## config.mk

```make
export PLATFORM = sky130hd
export DESIGN_NAME = ro_slot_scheduler
export DESIGN_NICKNAME = d
export VERILOG_FILES = /design/src/rtl/ro_pkg.sv /design/src/rtl/ro_slot_gen.sv /design/src/rtl/ro_slot_scheduler.sv
export SDC_FILE = /design/constraint.sdc
export NUM_CORES = 1
export LEC_CHECK = 0
export ABC_AREA = 1
export CORE_ASPECT_RATIO = 0.9
export CORE_MARGIN = 3
export CORE_UTILIZATION = 44
export CTS_CLUSTER_DIAMETER = 200
export DETAILED_ROUTE_END_ITERATION = 7
export PLACE_DENSITY = 0.74
export REMOVE_ABC_BUFFERS = 1
export SLEW_MARGIN = 40
export SYNTH_ARGS = -nofsm -noshare
export SYNTH_HDL_FRONTEND = slang
export SYNTH_SLANG_ARGS = --single-unit
export TNS_END_PERCENT = 50
```

## constraint.sdc

```tcl
create_clock -name clk -period 1.33 [get_ports clk]
set_input_delay 0.266 -clock clk [delete_from_list [all_inputs] [get_ports clk]]
set_output_delay 0.266 -clock clk [all_outputs]
set_load 0.02 [all_outputs]
```

## src/rtl/ro_pkg.sv

```systemverilog
// Shared definitions for the readout slot scheduler: FSM encoding and the
// Gray-code / one-hot helper functions.
package ro_pkg;

  localparam int RO_MAX_CH = 32;

  typedef enum logic [1:0] {
    IDLE = 2'd0,
    RUN  = 2'd1,
    LAST = 2'd2
  } ro_state_t;

  function automatic logic [RO_MAX_CH-1:0] bin2gray(input logic [RO_MAX_CH-1:0] b);
    return b ^ (b >> 1);
  endfunction

  // Highest set bit wins; callers only ever pass a one-hot vector.
  function automatic logic [4:0] onehot2idx(input logic [RO_MAX_CH-1:0] v);
    logic [4:0] idx;
    idx = '0;
    for (int i = 0; i < RO_MAX_CH; i++) begin
      if (v[i]) idx = 5'(i);
    end
    return idx;
  endfunction

endpackage

```

## src/rtl/ro_slot_gen.sv

```systemverilog
// Frame counter with Gray conversion; exposes the next Gray value, the
// one-hot toggle vector for the current slot and the end-of-frame flag.
module ro_slot_gen
  import ro_pkg::*;
#(
  parameter int N_CH = 4
) (
  input  logic            clk,
  input  logic            rstb,
  input  logic            advance,
  input  logic            clear,
  output logic [N_CH-1:0] cnt,
  output logic [N_CH-1:0] g_nxt,
  output logic [N_CH-1:0] t,
  output logic            wrap
);

  logic [N_CH-1:0] cnt_inc;
  logic [N_CH-1:0] g_cur;

  // Consecutive Gray codes differ in exactly one bit, so t is one-hot;
  // the all-ones -> zero wrap flips the MSB.
  assign cnt_inc = cnt + N_CH'(1);
  assign g_cur   = N_CH'(bin2gray(RO_MAX_CH'(cnt)));
  assign g_nxt   = N_CH'(bin2gray(RO_MAX_CH'(cnt_inc)));
  assign t       = g_cur ^ g_nxt;
  assign wrap    = &cnt;

  always_ff @(posedge clk or negedge rstb) begin
    if (!rstb) begin
      cnt <= '0;
    end else if (clear) begin
      cnt <= '0;
    end else if (advance) begin
      cnt <= cnt_inc;
    end
  end

endmodule

```

## src/rtl/ro_slot_scheduler.sv

```systemverilog
// Time-division readout scheduler: one Gray-sequenced grant per cycle on a
// shared line. Optional per-channel masking is enabled by RO_CH_MASK_EN.
module ro_slot_scheduler
  import ro_pkg::*;
#(
  parameter int N_CH  = 4,
  parameter int IDX_W = (N_CH > 1) ? $clog2(N_CH) : 1
) (
  input  logic             clk,
  input  logic             rstb,
  input  logic             en,
  input  logic             start,
  input  logic             stop,
  input  logic [N_CH-1:0]  ch_in,
`ifdef RO_CH_MASK_EN
  input  logic [N_CH-1:0]  ch_mask,
`endif
  output logic [N_CH-1:0]  gray_out,
  output logic [N_CH-1:0]  grant,
  output logic [IDX_W-1:0] ch_idx,
  output logic             data_out,
  output logic             data_valid,
  output logic             frame_done,
  output logic             busy
);

  ro_state_t        state;
  logic             advance_p0;
  logic             clear_p0;
  logic             slot_ok_p0;
  logic             wrap_p0;
  logic [N_CH-1:0]  cnt_p0;
  logic [N_CH-1:0]  g_nxt_p0;
  logic [N_CH-1:0]  t_p0;
  logic [IDX_W-1:0] t_idx_p0;

  assign advance_p0 = busy & en;
  // Idle always rests at count 0; the clear only guards against a stray value.
  assign clear_p0   = (state == IDLE) && (cnt_p0 != '0);
  assign t_idx_p0   = IDX_W'(onehot2idx(RO_MAX_CH'(t_p0)));

`ifdef RO_CH_MASK_EN
  assign slot_ok_p0 = ~|(t_p0 & ch_mask);
`else
  assign slot_ok_p0 = 1'b1;
`endif

  ro_slot_gen #(
    .N_CH(N_CH)
  ) u_slot_gen (
    .clk    (clk),
    .rstb   (rstb),
    .advance(advance_p0),
    .clear  (clear_p0),
    .cnt    (cnt_p0),
    .g_nxt  (g_nxt_p0),
    .t      (t_p0),
    .wrap   (wrap_p0)
  );

  always_ff @(posedge clk or negedge rstb) begin
    if (!rstb) begin
      state <= IDLE;
      busy  <= 1'b0;
    end else begin
      case (state)
        IDLE: begin
          if (start) begin
            state <= stop ? LAST : RUN;
            busy  <= 1'b1;
          end
        end
        RUN: begin
          if (stop) state <= LAST;
        end
        LAST: begin
          if (advance_p0 && wrap_p0) begin
            state <= IDLE;
            busy  <= 1'b0;
          end
        end
        default: begin
          state <= IDLE;
          busy  <= 1'b0;
        end
      endcase
    end
  end

  // ---- stage p0 -> p1: slot outputs registered on the advancing edge ----
  always_ff @(posedge clk or negedge rstb) begin
    if (!rstb) begin
      gray_out   <= '0;
      grant      <= '0;
      ch_idx     <= '0;
      data_out   <= 1'b0;
      data_valid <= 1'b0;
      frame_done <= 1'b0;
    end else begin
      grant      <= '0;
      data_valid <= 1'b0;
      frame_done <= 1'b0;
      if (advance_p0) begin
        gray_out   <= g_nxt_p0;
        ch_idx     <= t_idx_p0;
        frame_done <= wrap_p0;
        if (slot_ok_p0) begin
          grant      <= t_p0;
          data_out   <= |(ch_in & t_p0);
          data_valid <= 1'b1;
        end
      end
    end
  end

endmodule

```

==> results.sh <==
export IMPL_hpwl_mm=1.85
export IMPL_synth_top_family_by_area="simple AND/OR/NAND/NOR gates"
export IMPL_cts_buffers=3
export IMPL_netlist_cell_type_count=20
export IMPL_synth_mux_area_share_pct=0
export IMPL_die_h_microns=51.5
export IMPL_clock_root_buffer="clkbuf_4"
export IMPL_via_count=961
export IMPL_ys_top_cells_by_area="dfrtp_1 50%, nand2_1 11%, ha_1 6.2%"
export IMPL_finalCriticalPeriod_ps=1430
export IMPL_p_total_w=0.00364
export IMPL_met2_usage_pct=31.2
export IMPL_hp_class="input port to async pin"
export IMPL_vdd_ir_drop_max_uv=1510
export IMPL_cts_buffer_depth=2
export IMPL_htree_levels=1
export IMPL_syn_area_sq_um=1010
export IMPL_rows=15
export IMPL_numPortBuffers=22
export IMPL_grt_max_degree=21
export IMPL_critical_path_max_stage_delay_ps=460
export IMPL_first_pass_iters=4
export IMPL_final_cells=186
export IMPL_failed_checks="negative setup slack"
export IMPL_fin_area_sq_um=1590
export IMPL_fmax_mhz=701
export IMPL_drtIter0Drc=8
export IMPL_powerDensity_nw_per_um2=2290
export IMPL_preCtsSetupSlack_ps=-228
export IMPL_synth_compound_area_share_pct=11.9
export IMPL_arrival_ps=1630
export IMPL_dp_cells=181
export IMPL_grt_overflow=0
export IMPL_busiest_layer="met2"
export IMPL_slew_viol_final=0
export IMPL_grt_use_met1_pct=25.2
export IMPL_grt_usage_pct=18.9
export IMPL_grt_pass1_vias=912
export IMPL_cp_num_buf_inv=2
export IMPL_maxSlewHeadroom_pct=76.8
export IMPL_start_util_pct=49.4
export IMPL_dieArea_sq_um=2910
export IMPL_grt_setup_unrepaired="true"
export IMPL_finalWorstSetupSlack_ps=-97.3
export IMPL_antenna_found_initial=0
export IMPL_crit_family="flip-flops"
export IMPL_fill_cells=140
export IMPL_yosysSeqAreaShare_pct=49.5
export IMPL_worst_slew_pin_slew_ps=347
export IMPL_postCtsHoldBufs=0
export IMPL_clk_pin_slew_ps=120
export IMPL_critPathMaxFanout=3
export IMPL_coreArea_sq_um=2050
export IMPL_endpoint_kind="flop"
export IMPL_required_ps=1530
export IMPL_ios=23
export IMPL_hold_viol_final=0
export IMPL_cts_tree="yes"
export IMPL_multiInputGateArea_sq_um=578
export IMPL_start_kind="flop"
export IMPL_synthAdderAreaFrac_pct=6.19
export IMPL_wl_mm=2.79
export IMPL_period_share_pct=107
export IMPL_p_leak_nw=0.792
export IMPL_wl_per_cell_microns=15.0
export IMPL_synthCells=116
export IMPL_die_w_microns=56.5
export IMPL_ys_warn_count=0
export IMPL_synth_top_area_share_pct=49.5
export IMPL_layout_nets=176
export IMPL_cts_sinks=20
export IMPL_cp_slowest_cell="dfrtp_1"
export IMPL_gp_congestion=0.855
export IMPL_drcViolationCount=0
export IMPL_viasPerCell=5.17
export IMPL_drive_gt1_share_pct=39.1
export IMPL_place_area_sq_um=1400
export IMPL_synth_area_leader_cell="dfrtp_1"
export IMPL_regArea_sq_um=502
export IMPL_synthSimpleGateAreaFrac_pct=25.1
export IMPL_syn_area_per_cell_sq_um=8.72
export IMPL_path_cells="inv_2, ha_4, inv_2, nand2_4, nand2_2, nand2_2, nand2_1, nand3_1, nand3_1"
export IMPL_diodes=0
export IMPL_setup_violations=3
export IMPL_skew_ps=7.39
export IMPL_syn2layout_area_growth_pct=57.5
export IMPL_grt_use_met3_pct=3.28
export IMPL_clk_latency_ps=310
export IMPL_ant_nets=0
export IMPL_status="finished, violations left"
export IMPL_synth_seq_cells=20
export IMPL_synth_xor_xnor_area_share_pct=0
export IMPL_finalSetupTns_ps=-203
export IMPL_cap_violations=0
export IMPL_grt_pass1_wl_mm=4.20
export IMPL_crit_type="flop to flop"
[kinds of logic (layout without fill, tap and decap cells)]
family,Yosys count,after routing
and+or+nand+nor,54,54
DFF,20,20
buffers and inverters,19,64
AOI/OAI and AO/OA,18,18
adders and majority gates,5,5
[report_power, final]
group	internal, W	switching, W	total [W]
registers	0.000825	0.000159	0.000985
logic	0.00101	0.00128	0.00229
clock network	0.000168	0.000199	0.000366
total	0.00200	0.00164	0.00364
[state kept, by name, indices dropped and copies added (netlist names)]
signal          flops
grant               4
gray_out            4
u_slot_gen.cnt      4
ch_idx              2
state               2
busy                1
data_out            1
data_valid          1
frame_done          1
[layout by cell type, fill, tap and decap left out, types with 3 or more instances in the layout]
cell,instances
dfrtp_1,19
buf_4,19
nand2_1,18
nand2_2,12
inv_1,10
nand3_1,8
clkdlybuf4s50_1,8
nor2_1,7
clkdlybuf4s15_1,7
dlygate4sd2_1,7
nand2_4,6
inv_2,5
ha_4,5
a21oi_1,4
o21ai_0,4
clkbuf_4,3
[synth_stat cells]
| cell type | n |
|---|---|
| nand2_1 | 30 |
| dfrtp_1 | 20 |
| inv_1 | 15 |
| nand3_1 | 10 |
| nor2_1 | 7 |
| ha_1 | 5 |
| o21ai_0 | 5 |
| a21oi_1 | 4 |
| nand2_2 | 4 |
| a31oi_1 | 2 |
| buf_2 | 2 |
| inv_2 | 2 |
| nand2_4 | 2 |
| o211ai_1 | 2 |
| a211oi_1 | 1 |
| a21boi_0 | 1 |
| a21oi_4 | 1 |
| nand3_4 | 1 |
| o21ai_2 | 1 |
| o31ai_1 | 1 |
[through the flow]
step                util, %  hold WS, ps
floorplan                 -        -29.6
global placement       68.6          444
detailed placement     68.6          455
CTS                    70.8          290
global route           77.9          288
finish                 77.9          271
[final timing paths]
| path | startpoint | cells past startpoint | slack, ps | to |
|---|---|---|---|---|
| worst max-delay path | u_slot_gen.cnt[0] | 9 | -100 | data_out |
| worst min-delay path | rstb | 2 | 270 | grant[0] |
| worst max register to register | u_slot_gen.cnt[0] | 9 | -100 | data_out |
| worst min register to register | gray_out[3] | 2 | 490 | gray_out[3] |
| max in group asynchronous | rstb | 2 | 830 | u_slot_gen.cnt[1] |
| min in group clk | gray_out[3] | 2 | 490 | gray_out[3] |
[worst reg2reg max path, delay by kind of cell, from the launching register on]
family	cells	cell delay [ps]
adder cells (fa/ha/maj)	1	300
buffers and inverters	2	130
flip-flops	1	460
AND/OR/NAND/NOR	6	430
[routing by layer]
| layer | routed length, microns | share of wire [%] | vias up |
|---|---|---|---|
| li1 | - | - | 466 |
| met1 | 1270 | 45 | 473 |
| met2 | 1380 | 49 | 18 |
| met3 | 103 | 3.7 | 4 |
| met4 | 40 | 1.4 | 0 |
| met5 | 0 | 0 | - |
[repair_timing]
action | 4_1_cts | 5_1_grt
pin swaps | 1 | 15
endpoints found under the setup margin | 23 | 20
gates resized for setup | 21 | 41
buffers inserted | 0 | 1
[final cells by class]
cell class | instances | area share [%]
sequential | 20 | 31.5
inverter | 17 | 4.32
tap | 25 | 1.96
clock buffer | 4 | 2.28
timing repair buffer | 43 | 23.6
multi-input combinational | 77 | 36.3
(Power assumes the default switching activity.)
